### config.mk
export PLATFORM = sky130hd
export DESIGN_NAME = axis_ifmaps_rx_fifo_flat
export DESIGN_NICKNAME = d
export VERILOG_FILES = /design/src/rtl/axis_ifmaps_pkg.sv /design/src/rtl/axis_ifmaps_rx_fifo_if.sv /design/src/rtl/sync_fifo_fwft.sv /design/src/rtl/axis_ifmaps_rx_fifo.sv /design/src/flat_wrapper.sv
export SDC_FILE = /design/constraint.sdc
export NUM_CORES = 1
export LEC_CHECK = 0
export CAP_MARGIN = 5
export CORE_MARGIN = 5
export CORE_UTILIZATION = 60
export CTS_CLUSTER_DIAMETER = 60
export CTS_CLUSTER_SIZE = 24
export DETAILED_ROUTE_END_ITERATION = 16
export MAX_ROUTING_LAYER = met4
export PLACE_DENSITY = 0.79
export SLEW_MARGIN = 10
export SYNTH_ARGS = -nofsm -noshare
export SYNTH_HDL_FRONTEND = slang
export SYNTH_SLANG_ARGS = --single-unit
### constraint.sdc
create_clock -name clk -period 7.7 [get_ports clk]
set_input_delay 0.77 -clock clk [delete_from_list [all_inputs] [get_ports clk]]
set_output_delay 0.77 -clock clk [all_outputs]
set_load 0.005 [all_outputs]
### src/rtl/axis_ifmaps_pkg.sv
// Definitions shared by the ifmaps receive FIFO and the ifmaps preload stage:
// vector framing, width helper and the receive state encoding.
package axis_ifmaps_pkg;

    localparam int MAC_NUM_DEFAULT    = 256;
    localparam int BEAT_WIDTH_DEFAULT = 32;

    typedef enum logic [0:0] {
        ST_RECV = 1'b0,
        ST_PAD  = 1'b1
    } rxState_e;

    // Ceiling log2; clogb2(1) is 0, so callers that need a real bit use max(...,1).
    function automatic int clogb2(input int value);
        int result;
        result = 0;
        for (int v = value - 1; v > 0; v = v >> 1) begin
            result = result + 1;
        end
        return result;
    endfunction

    // Stream beats that make up one 5*MAC_NUM-bit vector.
    function automatic int frameWords(input int macNum, input int beatWidth);
        return (5 * macNum) / beatWidth;
    endfunction

    localparam int FRAME_WORDS = frameWords(MAC_NUM_DEFAULT, BEAT_WIDTH_DEFAULT);

endpackage

### src/rtl/axis_ifmaps_rx_fifo_if.sv
// Stream input, FIFO read port and frame status of the ifmaps receive FIFO.
interface axis_ifmaps_rx_fifo_if
    import axis_ifmaps_pkg::*;
#(
    parameter int DATA_W     = 32,
    parameter int FIFO_DEPTH = 16,
    localparam int CNT_W     = clogb2(FIFO_DEPTH + 1)
);
    logic [DATA_W-1:0] s_axis_tdata;
    logic              s_axis_tvalid;
    logic              s_axis_tready;
    logic              s_axis_tlast;
    logic [DATA_W-1:0] fifo_dout;
    logic              fifo_empty;
    logic              fifo_read;
    logic [CNT_W-1:0]  fifo_count;
    logic              frame_done;
    logic              frame_err;

    modport slave (
        input  s_axis_tdata, s_axis_tvalid, s_axis_tlast, fifo_read,
        output s_axis_tready, fifo_dout, fifo_empty, fifo_count, frame_done, frame_err
    );

    modport master (
        output s_axis_tdata, s_axis_tvalid, s_axis_tlast, fifo_read,
        input  s_axis_tready, fifo_dout, fifo_empty, fifo_count, frame_done, frame_err
    );

endinterface

### src/rtl/sync_fifo_fwft.sv
// First-word-fall-through FIFO: the head word is visible on dout_o whenever not empty.
// Writes while full and pops while empty are ignored.
module sync_fifo_fwft
    import axis_ifmaps_pkg::*;
#(
    parameter int DATA_W = 32,
    parameter int DEPTH  = 16,
    localparam int AW    = (DEPTH > 1) ? clogb2(DEPTH) : 1,
    localparam int CW    = clogb2(DEPTH + 1)
) (
    input  logic              clk,
    input  logic              rst_n,
    input  logic              wr_en_i,
    input  logic [DATA_W-1:0] wr_data_i,
    input  logic              rd_i,
    output logic [DATA_W-1:0] dout_o,
    output logic              empty_o,
    output logic              full_o,
    output logic [CW-1:0]     count_o
);
    logic [DATA_W-1:0] mem [DEPTH];
    logic [AW-1:0]     wrPtr_q, wrPtr_d;
    logic [AW-1:0]     rdPtr_q, rdPtr_d;
    logic [CW-1:0]     count_q, count_d;
    logic              push, pop;

    assign empty_o = (count_q == '0);
    assign full_o  = (count_q == CW'(DEPTH));
    assign push    = wr_en_i && !full_o;
    assign pop     = rd_i && !empty_o;
    assign dout_o  = empty_o ? '0 : mem[rdPtr_q];
    assign count_o = count_q;

    // Pointers wrap naturally because DEPTH is a power of two.
    always_comb begin
        wrPtr_d = wrPtr_q;
        rdPtr_d = rdPtr_q;
        count_d = count_q;
        if (push) begin
            wrPtr_d = wrPtr_q + AW'(1);
        end
        if (pop) begin
            rdPtr_d = rdPtr_q + AW'(1);
        end
        if (push && !pop) begin
            count_d = count_q + CW'(1);
        end else if (pop && !push) begin
            count_d = count_q - CW'(1);
        end
    end

    always_ff @(posedge clk) begin
        if (!rst_n) begin
            wrPtr_q <= '0;
            rdPtr_q <= '0;
            count_q <= '0;
        end else begin
            wrPtr_q <= wrPtr_d;
            rdPtr_q <= rdPtr_d;
            count_q <= count_d;
        end
    end

    always_ff @(posedge clk) begin
        if (push) begin
            mem[wrPtr_q] <= wr_data_i;
        end
    end

endmodule

### src/rtl/axis_ifmaps_rx_fifo.sv
// AXI4-Stream slave front end for the ifmaps path: vector-boundary tlast check feeding an FWFT FIFO.
// Define AXIS_IFMAPS_PAD_EN to zero-pad truncated vectors so the FIFO only ever holds whole vectors.
module axis_ifmaps_rx_fifo
    import axis_ifmaps_pkg::*;
#(
    parameter int C_S_AXIS_TDATA_WIDTH = 32,
    parameter int MAC_NUM              = 256,
    parameter int FIFO_DEPTH           = 16
) (
    input  logic                 clk,
    input  logic                 rst_n,
    axis_ifmaps_rx_fifo_if.slave bus
);
    localparam int FRAME_WORDS_L       = frameWords(MAC_NUM, C_S_AXIS_TDATA_WIDTH);
    localparam int WCW                 = (FRAME_WORDS_L > 1) ? clogb2(FRAME_WORDS_L) : 1;
    localparam int CW                  = clogb2(FIFO_DEPTH + 1);
    localparam logic [WCW-1:0] LAST_WORD = WCW'(FRAME_WORDS_L - 1);

    logic [WCW-1:0] wordCnt_q, wordCnt_d;
    logic           armed_q;
    logic           done_q, done_d;
    logic           err_q, err_d;

    logic                            recvState, padWrite;
    logic                            tready, accept, badLast, lastWord, wrEn;
    logic [C_S_AXIS_TDATA_WIDTH-1:0] wrData;
    logic [C_S_AXIS_TDATA_WIDTH-1:0] fifoDout;
    logic                            fifoFull, fifoEmpty;
    logic [CW-1:0]                   fifoCount;

    // armed_q keeps tready low until the first edge that sees reset released.
    assign lastWord = (wordCnt_q == LAST_WORD);
    assign tready   = armed_q && recvState && !fifoFull;
    assign accept   = tready && bus.s_axis_tvalid;
    assign badLast  = accept && bus.s_axis_tlast && !lastWord;
    assign wrEn     = accept || padWrite;
    assign wrData   = padWrite ? '0 : bus.s_axis_tdata;

`ifdef AXIS_IFMAPS_PAD_EN
    rxState_e state_q, state_d;

    assign recvState = (state_q == ST_RECV);
    assign padWrite  = (state_q == ST_PAD) && !fifoFull;

    always_comb begin
        state_d = state_q;
        case (state_q)
            ST_RECV: if (badLast) state_d = ST_PAD;
            ST_PAD:  if (padWrite && lastWord) state_d = ST_RECV;
            default: state_d = ST_RECV;
        endcase
    end

    always_ff @(posedge clk) begin
        if (!rst_n) begin
            state_q <= ST_RECV;
        end else begin
            state_q <= state_d;
        end
    end
`else
    assign recvState = 1'b1;
    assign padWrite  = 1'b0;
`endif

    // Every write, stream or pad, advances the position within the current vector.
    always_comb begin
        wordCnt_d = wordCnt_q;
        done_d    = 1'b0;
        err_d     = err_q | badLast;
        if (wrEn) begin
            wordCnt_d = lastWord ? '0 : wordCnt_q + WCW'(1);
            done_d    = lastWord;
        end
    end

    always_ff @(posedge clk) begin
        if (!rst_n) begin
            wordCnt_q <= '0;
            armed_q   <= 1'b0;
            done_q    <= 1'b0;
            err_q     <= 1'b0;
        end else begin
            wordCnt_q <= wordCnt_d;
            armed_q   <= 1'b1;
            done_q    <= done_d;
            err_q     <= err_d;
        end
    end

    sync_fifo_fwft #(
        .DATA_W (C_S_AXIS_TDATA_WIDTH),
        .DEPTH  (FIFO_DEPTH)
    ) u_fifo (
        .clk       (clk),
        .rst_n     (rst_n),
        .wr_en_i   (wrEn),
        .wr_data_i (wrData),
        .rd_i      (bus.fifo_read),
        .dout_o    (fifoDout),
        .empty_o   (fifoEmpty),
        .full_o    (fifoFull),
        .count_o   (fifoCount)
    );

    assign bus.s_axis_tready = tready;
    assign bus.fifo_dout     = fifoDout;
    assign bus.fifo_empty    = fifoEmpty;
    assign bus.fifo_count    = fifoCount;
    assign bus.frame_done    = done_q;
    assign bus.frame_err     = err_q;

endmodule
### src/flat_wrapper.sv
// flat-port wrapper written by rule: the top's interface ports become plain ports
module axis_ifmaps_rx_fifo_flat import axis_ifmaps_pkg::*;
#(
    parameter int C_S_AXIS_TDATA_WIDTH = 32,
    parameter int MAC_NUM              = 256,
    parameter int FIFO_DEPTH           = 16
)
  (clk, rst_n, bus_s_axis_tdata, bus_s_axis_tvalid, bus_s_axis_tlast, bus_fifo_read, bus_s_axis_tready, bus_fifo_dout, bus_fifo_empty, bus_fifo_count, bus_frame_done, bus_frame_err);
  axis_ifmaps_rx_fifo_if #(.FIFO_DEPTH(FIFO_DEPTH)) bus_i ();
  input  logic clk;
  input  logic rst_n;
  input wire logic [$bits(bus_i.s_axis_tdata)-1:0] bus_s_axis_tdata;
  input wire logic [$bits(bus_i.s_axis_tvalid)-1:0] bus_s_axis_tvalid;
  input wire logic [$bits(bus_i.s_axis_tlast)-1:0] bus_s_axis_tlast;
  input wire logic [$bits(bus_i.fifo_read)-1:0] bus_fifo_read;
  output wire logic [$bits(bus_i.s_axis_tready)-1:0] bus_s_axis_tready;
  output wire logic [$bits(bus_i.fifo_dout)-1:0] bus_fifo_dout;
  output wire logic [$bits(bus_i.fifo_empty)-1:0] bus_fifo_empty;
  output wire logic [$bits(bus_i.fifo_count)-1:0] bus_fifo_count;
  output wire logic [$bits(bus_i.frame_done)-1:0] bus_frame_done;
  output wire logic [$bits(bus_i.frame_err)-1:0] bus_frame_err;
  assign bus_i.s_axis_tdata = bus_s_axis_tdata;
  assign bus_i.s_axis_tvalid = bus_s_axis_tvalid;
  assign bus_i.s_axis_tlast = bus_s_axis_tlast;
  assign bus_i.fifo_read = bus_fifo_read;
  assign bus_s_axis_tready = bus_i.s_axis_tready;
  assign bus_fifo_dout = bus_i.fifo_dout;
  assign bus_fifo_empty = bus_i.fifo_empty;
  assign bus_fifo_count = bus_i.fifo_count;
  assign bus_frame_done = bus_i.frame_done;
  assign bus_frame_err = bus_i.frame_err;
  axis_ifmaps_rx_fifo #(.C_S_AXIS_TDATA_WIDTH(C_S_AXIS_TDATA_WIDTH), .MAC_NUM(MAC_NUM), .FIFO_DEPTH(FIFO_DEPTH)) u_core (.clk(clk), .rst_n(rst_n), .bus(bus_i));
endmodule
==> results of run 1 <==
-- where the power goes --
| group | switching [mW] | total, mW | internal, mW |
|---|---|---|---|
| Sequential | 0.0919 | 3.34 | 3.25 |
| Combinational | 0.603 | 1.38 | 0.777 |
| Clock | 0.995 | 1.95 | 0.960 |
-- worst register-to-register path, cell delays in order, from the launching register on --
cell and delay [ns]:
dfxtp_1 0.37, or4_1 0.77, o21ai_4 0.31, inv_2 0.16, ha_1 0.27, fa_1 0.40, nand2b_1 0.16, a21oi_1 0.19
mux2i_1 0.25, mux2i_1 0.19
-- worst max-delay path by stage --
stage / end / depth (start not counted)
after floorplan: u_core.u_fifo.mem[0][0]$_DFFE_PP_ / 5
after global routing: bus_fifo_dout[2] / 5
after global placement: bus_fifo_dout[2] / 5
final: bus_fifo_dout[2] / 5
after detailed placement: bus_fifo_dout[28] / 5
after CTS: bus_fifo_dout[2] / 5
-- final cells by class --
class                      instances  area (µm²)
antenna                            2       5.005
clock buffer                      41       940.9
clock inverter                    21       227.7
fill                            2076       11080
inverter                           8       30.03
multi-input combinational        341        4667
sequential                       538       15910
tap                              455       569.3
timing repair buffer              99       948.4
-- cells in the final DEF (no fill, tap or decap), types with 2 or more instances in the layout --
master | synthesis | layout
a211oi_1 | 2 | 2
a21oi_1 | 6 | 6
a221o_1 | 32 | 32
a31oi_1 | 2 | 2
buf_4 | 0 | 21
clkbuf_1 | 13 | 4
clkbuf_16 | 0 | 37
clkdlybuf4s50_1 | 0 | 77
clkinv_1 | 1 | 3
clkinv_2 | 0 | 3
clkinv_4 | 0 | 2
dfxtp_1 | 26 | 23
dfxtp_4 | 0 | 3
diode_2 | 0 | 2
edfxtp_1 | 512 | 512
ha_1 | 10 | 10
inv_1 | 6 | 6
inv_12 | 0 | 4
inv_6 | 0 | 4
inv_8 | 0 | 3
mux2_2 | 32 | 32
mux2i_1 | 5 | 5
mux4_2 | 128 | 128
nand2_1 | 9 | 9
nand2b_1 | 4 | 4
nand3_1 | 5 | 5
nor2_1 | 35 | 22
nor2_4 | 1 | 14
nor2b_1 | 32 | 32
nor3_1 | 6 | 2
nor3_2 | 0 | 3
o211ai_1 | 4 | 4
o21a_1 | 2 | 2
xnor2_1 | 3 | 3
xor2_1 | 6 | 6
-- registers in the layout (all words and copies together) (netlist names), named ones only --
register and flops:
u_core.u_fifo.mem 512, u_core.wordCnt_q 6, u_core.u_fifo.count_o 5, u_core.u_fifo.rdPtr_q 4, u_core.u_fifo.wrPtr_q 4, u_core.armed_q 1, u_core.bus.frame_done 1, u_core.bus.frame_err 1
-- metal layers --
layer	wire, µm	global-route usage (%)	vias up
met5	0	-	-
met4	798	5.017	0
met3	2804	4.001	67
met2	21000	36.23	379
met1	16330	31.05	5045
li1	-	-	4085
-- cell families after synthesis --
logic type	share of synthesized area (%)
buf+inv	1.466
xor+xnor	0.3801
simple gates	2.504
flops	76.65
mux	15.88
fa+ha+maj	0.6999
compound gates	2.419
-- per-stage QoR --
stage | area, µm² | instances
3_5_place_dp | 22120 | 1441
5_1_grt | 23290 | 1505
2_1_floorplan | 20740 | 935
4_1_cts | 23280 | 1503
3_3_place_gp | 22120 | 1441
6_report | 23290 | 1505
==> metrics.cfg, run 1 <==
[outcome]
status = completed

[clocking]
numCtsBuffers = 35
clk_latency_ns = 0.53
clockRootBuffer = clkbuf_16
cts_hold_buf = 0
cts_tree = built
htree_levels = 2
ctsResizeCount = 0
clock_path_buffers = 3
clk_pin_slew_ns = 0.08
post_cts_buffers = 0
cts_sinks = 538

[routing]
avgViaCountPerCell = 6.363
drcViolationCount = 0
drtIter0Drc = 997
drt_pre_antenna_iters = 7
finalWirelength_mm = 40.94
num_vias = 9576
postRouteAntennaNets = 0
wl_per_cell_um = 27.20

[power_and_ir_drop]
peakVddDrop_v = 0.0002475
powerDensity_nw_per_um2 = 286.6
p_total_mw = 6.676
p_leak_nw = 7.071

[sta]
timing.fmax_mhz = 218.6
finalHoldViolCount = 0
fin_ws_ns = 3.126
finalCriticalPeriod_ns = 4.574
worstMarginPinSlew_ns = 1.046
hold_ws_ns = 0.4674
maxSlewHeadroom_pct = 30.24
final-max-slew-violation-count = 0
min_period_over_period_pct = 59.40
setup_tns_ns = 0
rsz0062_at_grt = no
clock_skew_ns = 0.02026
setup_viol = 0

[global_routing]
grt_pass1_vias = 10178
grt_antenna_before_repair = 2
grt_pass1_wl_mm = 62.85
grt-ovfl-total = 0
grt_max_degree = 83
grt.total_usage_pct = 22.50

[floorplanning]
io_pins = 78
initial_core_util_pct = 60.33
dieArea_um2 = 38380
die_w_um = 195.9
die_height_um = 195.9
rows = 68
coreArea_um2 = 34370

[synthesis]
syn_area_per_cell_um2 = 22.18
ys_ff_latch = 538
synth-edff-count = 512
synth.net_count = 983
netlist_instances = 935
synth_seq_area_share_pct = 76.65
synth_top_area_share_pct = 74.14
netlist_top_cells_area = edfxtp_1 74%, mux4_2 14%, dfxtp_1 2.5%
synth.largest_area_cell = edfxtp_1
synth_most_common_cell = edfxtp_1
synth_cell_types = 45
netlist_area_um2 = 20740
yosys-top-cells-count = 512 x edfxtp_1, 128 x mux4_2, 35 x nor2_1
synth_flop_cell = edfxtp_1
synth_async_sr_flop_share_pct = 0
yosys_warnings = 0

[critical_path]
worst_path_max_delay_cell = dfxtp_4
crit_buf_inv = 2
cp.arrival_ns = 3.80
path_cells = buf_12 > mux4_2 > mux2_2 > a221o_1 > clkdlybuf4s50_1
crit_required_ns = 6.93
worstSetupStartpointType = flip-flop
crit_type = reg -> out
path_max_fanout = 82
worstReg2RegStart = u_core.u_fifo.count_o[0]$_SDFFE_PN0P_
endpoint_kind = primary output
cp_top_family = buffers and inverters
reg2reg_slack_ns = 4.56
cpPeakStageDelay_ns = 0.89
reg2reg_depth = 9
r2r_end = u_core.u_fifo.count_o[4]$_SDFFE_PN0P_

[hold_path]
hp-class = reg -> reg
whs_endpoint = u_core.bus.frame_err$_SDFF_PN0_
hold_path_depth = 2
hp-start = u_core.bus.frame_err$_SDFF_PN0_

[layout]
syn2layout_area_growth_pct = 12.33
final_core_util_pct = 67.77
nets = 1071
layout-drive-gt1-share_pct = 25.19

[placed_design]
dp_hpwl_mm = 20.99
io_buffers = 77
gp_congestion = 0.7367
dp_slack_ns = 3.670

[flow_run]
drv_cap = 0

(Power assumes the default switching activity.)
==> inputs of run 2 (changes only) <==
- clock period: 7.7 -> 4.51 ns (I/O delays scaled with it)
==> metrics.cfg, run 2 (synthesized netlist as in run 1, its figures left out) <==
[placed_design]
dp_hpwl_mm = 23.12
dp.cells = 1452
io_buffers = 77
gp_congestion = 0.7711

[power_and_ir_drop]
comb_power_share_pct = 22.0
clkPwrFrac_pct = 27.3
powerDensity_nw_per_um2 = 480.4
p_switching_mw = 2.765
seq_power_share_pct = 50.8
p_leak_nw = 7.064
p_total_mw = 11.19
p_sw_share_pct = 24.71
p_int_mw = 8.422
peakVddDrop_v = 0.0003802

[sta]
finalCriticalPeriod_ns = 4.236
maxSlewHeadroom_pct = 25.61
clock_skew_ns = 0.01804
rsz0062_at_grt = no
min_period_over_period_pct = 93.92
final-max-slew-violation-count = 0
finalHoldViolCount = 0
timing.fmax_mhz = 236.1
setup_tns_ns = 0
worstMarginPinSlew_ns = 1.111
setup_viol = 0

[routing]
avgViaCountPerCell = 6.463
wl_per_cell_um = 27.80
drt_pre_antenna_iters = 5
finalWirelength_mm = 41.81
num_vias = 9721
drtIter0Drc = 919
drcViolationCount = 0
postRouteAntennaNets = 0

[clocking]
post_cts_buffers = 0
cts_tree = built
clk_pin_slew_ns = 0.09
numCtsBuffers = 29
htree_levels = 1
clockRootBuffer = clkbuf_16
cts_sinks = 538
clk_latency_ns = 0.59
cts_hold_buf = 0
ctsResizeCount = 0
clock_path_buffers = 3

[critical_path]
cp_top_family = compound AO/OA/AOI/OAI gates
crit_required_ns = 4.06
crit_type = reg -> out
worst_path_max_delay_cell = o211ai_4
cp.arrival_ns = 3.78
endpoint_kind = primary output
path_cells = or4_1 > o211ai_4 > buf_4 > nor2b_1 > a221o_1 > clkdlybuf4s50_1
worstSetupStartpointType = flip-flop
crit_buf_inv = 2
path_max_fanout = 19
cpPeakStageDelay_ns = 0.95

[global_routing]
busiest_layer = met2
grt_pass1_vias = 10191
grt.total_usage_pct = 22.61
grt-ovfl-total = 0
grt_antenna_before_repair = 3
grt_use_met1_pct = 31.73
grt_util_met3_pct = 3.452
use_met2_pct = 36.56
grt_max_degree = 67
grt_pass1_wl_mm = 63.17

[layout]
nets = 1076
instances_no_fill = 1504
multiInputGateArea_um2 = 4661
regArea_um2 = 15910
syn2layout_area_growth_pct = 12.31
final_common_cell = edfxtp_1
top_register = u_core.u_fifo.mem
fillers = 2097
layout-drive-gt1-share_pct = 25.05
largest_reg_flops = 512
mostFrequentLayoutCells = 512 x edfxtp_1, 128 x mux4_2, 77 x clkdlybuf4s50_1

[outcome]
status = completed

[floorplanning]
die_w_um = 195.9
rows = 68
dieArea_um2 = 38380
io_pins = 78
die_height_um = 195.9
coreArea_um2 = 34370
initial_core_util_pct = 60.33

[hold_path]
hp-class = in -> reg

[flow_run]
drv_cap = 0

run 2: worst reg2reg max path, cell delays in order (launching register included):
cell and delay [ns]:
dfxtp_1 0.37, or4_1 0.76, o21ai_4 0.30, inv_2 0.16, ha_1 0.27, fa_1 0.40
nand2b_1 0.16, a21oi_1 0.18, mux2i_1 0.24, mux2i_1 0.19
run 2: cell type report:
class,instances,area share [%]
Timing Repair Buffer,110,4.857
Multi-Input combinational cell,341,20.01
Clock buffer,34,3.197
Inverter,8,0.1289
Clock inverter,15,1.031
Antenna cell,3,0.03223
Tap cell,455,2.444
Sequential cell,538,68.30
run 2: power by group through the flow:
stage / clock (mW) / sequential, mW / combinational (mW)
global route: 3.31 / 5.70 / 2.64
CTS: 3.08 / 5.69 / 2.50
detailed placement: 0 / 5.80 / 2.47
finish: 3.05 / 5.68 / 2.46
global placement: 0 / 5.79 / 2.45
floorplan: 0 / 5.70 / 1.56
run 2: path summary, 6_finish.rpt:
kind	from	endpoint	slack, ns	cells past startpoint
worst min register to register	u_core.bus.frame_err$_SDFF_PN0_	u_core.bus.frame_err$_SDFF_PN0_	0.49	2
worst max-delay path	u_core.u_fifo.count_o[0]$_SDFFE_PN0P_	bus_fifo_dout[16]	0.27	6
worst max register to register	u_core.u_fifo.count_o[0]$_SDFFE_PN0P_	u_core.u_fifo.count_o[4]$_SDFFE_PN0P_	1.42	9
worst min-delay path	bus_s_axis_tlast	u_core.bus.frame_err$_SDFF_PN0_	0.49	3
run 2: layer usage:
layer	vias to the layer above	routed length, µm
met4	0	584
met1	5159	16920
li1	4077	-
met5	-	0
met3	50	2974
met2	435	21330
run 2: stage by stage:
stage                     hold slack, ns  utilization (%)  cell area, µm²  setup slack [ns]
after floorplan                   0.4525                -           20740            0.7617
after global placement            0.4593            64.87           22300             1.001
after detailed placement          0.4673            64.87           22300            0.9589
after CTS                         0.4677            67.73           23280            0.3035
after global routing              0.4830            67.76           23290            0.1698
final                             0.4854            67.76           23290            0.2741
==> inputs of run 3 (changes only) <==
- GPL_TIMING_DRIVEN: unset -> 0
- REMOVE_ABC_BUFFERS: unset -> 1
==> metrics.cfg, run 3 (synthesized netlist as in run 1, its figures left out) <==
[floorplanning]
initial_core_util_pct = 60.33
die_height_um = 195.9
io_pins = 78
die_w_um = 195.9
dieArea_um2 = 38380
rows = 68
coreArea_um2 = 34370

[clocking]
post_cts_buffers = 0
clockRootBuffer = clkbuf_16
htree_levels = 1
numCtsBuffers = 31
clk_pin_slew_ns = 0.07
cts_hold_buf = 0
clock_path_buffers = 3
cts_sinks = 538
cts_tree = built
clk_latency_ns = 0.58
ctsResizeCount = 0

[routing]
finalWirelength_mm = 43.31
postRouteAntennaNets = 0
drtIter0Drc = 1133
drt_pre_antenna_iters = 5
num_vias = 9950
wl_per_cell_um = 28.47
avgViaCountPerCell = 6.542
drcViolationCount = 0

[sta]
clock_skew_ns = 0.01336
maxSlewHeadroom_pct = 35.45
final-max-slew-violation-count = 0
finalHoldViolCount = 0
finalCriticalPeriod_ns = 4.068
hold_ws_ns = 0.4836
timing.fmax_mhz = 245.8
rsz0062_at_grt = no
worstMarginPinSlew_ns = 0.9629
min_period_over_period_pct = 90.21
setup_viol = 0

[power_and_ir_drop]
peakVddDrop_v = 0.0003611
p_total_mw = 11.20
powerDensity_nw_per_um2 = 469.6
p_leak_nw = 7.287

[layout]
syn2layout_area_growth_pct = 15.02
final_common_cell = edfxtp_1
nets = 1092
diodes = 0
fillers = 2011
largest_reg_flops = 512
layout-drive-gt1-share_pct = 26.36
top_register = u_core.u_fifo.mem
mostFrequentLayoutCells = 512 x edfxtp_1, 128 x mux4_2, 77 x clkdlybuf4s50_1

[global_routing]
grt_antenna_before_repair = 0
grt_max_degree = 49
grt_pass1_vias = 10251
grt_pass1_wl_mm = 65.61
grt.total_usage_pct = 23.56
grt-ovfl-total = 0

[critical_path]
crit_required_ns = 4.06
cp.arrival_ns = 3.62
worstSetupStartpointType = flip-flop
path_max_fanout = 17
endpoint_kind = primary output
crit_type = reg -> out

[placed_design]
dp_hpwl_mm = 26.47
gp_congestion = 0.7428
io_buffers = 77

[hold_path]
hp-class = reg -> reg

[flow_run]
drv_cap = 0

[outcome]
status = completed

[run 3: layer usage]
layer  track usage [%]  up-vias  wire, µm  part of all wire, %
li1                  -     4138         -                    -
met1             33.78     5276     17110                   40
met2             37.31      483     21920                   51
met3             3.830       53      3558                  8.2
met4             4.500        0       713                  1.6
met5                 -        -         0                    0
[run 3: worst paths after layout]
kind | start | end | slack, ns | cells after the start
min reg2reg | u_core.bus.frame_err$_SDFF_PN0_ | u_core.bus.frame_err$_SDFF_PN0_ | 0.48 | 2
max | u_core.u_fifo.count_o[0]$_SDFFE_PN0P_ | bus_fifo_dout[25] | 0.44 | 6
max reg2reg | u_core.u_fifo.count_o[1]$_SDFFE_PN0P_ | u_core.u_fifo.mem[0][23]$_DFFE_PP_ | 1.33 | 7
min | u_core.bus.frame_err$_SDFF_PN0_ | u_core.bus.frame_err$_SDFF_PN0_ | 0.48 | 2
[run 3: cell type report]
type / count / area, µm² / area share, %
Clock buffer: 36 / 794.5 / 3.331
Clock inverter: 19 / 209.0 / 0.8760
Inverter: 8 / 30.03 / 0.1259
Multi-Input combinational cell: 341 / 4661 / 19.54
Sequential cell: 538 / 15910 / 66.69
Tap cell: 455 / 569.3 / 2.387
Timing Repair Buffer: 124 / 1683 / 7.055
[run 3: power breakdown]
part | leakage [nW] | internal (mW) | switching (mW) | total (mW)
Combinational | 1.98 | 1.41 | 1.06 | 2.47
Clock | 0.483 | 1.43 | 1.60 | 3.03
Sequential | 4.83 | 5.55 | 0.154 | 5.70
Total | 7.29 | 8.38 | 2.82 | 11.2
[run 3: critical path, stage by stage, from the launching register on]
cell	delay (ns)
dfxtp_1	0.36
or4_1	0.78
o211ai_4	0.79
buf_16	0.24
nor2b_1	0.06
a221o_1	0.28
clkdlybuf4s50_1	0.52
[run 3: stage by stage]
step           utilization (%)  std cells  TNS [ns]  setup WS [ns]  area (µm²)
2_1_floorplan                -        887    -43.23         -1.376       20460
3_3_place_gp             63.43       1419   -615.45         -4.044       21800
3_5_place_dp             66.48       1466         0          1.046       22850
4_1_cts                  69.39       1521         0         0.3821       23850
5_1_grt                  69.39       1521         0         0.2441       23850
6_report                 69.39       1521         0         0.4416       23850
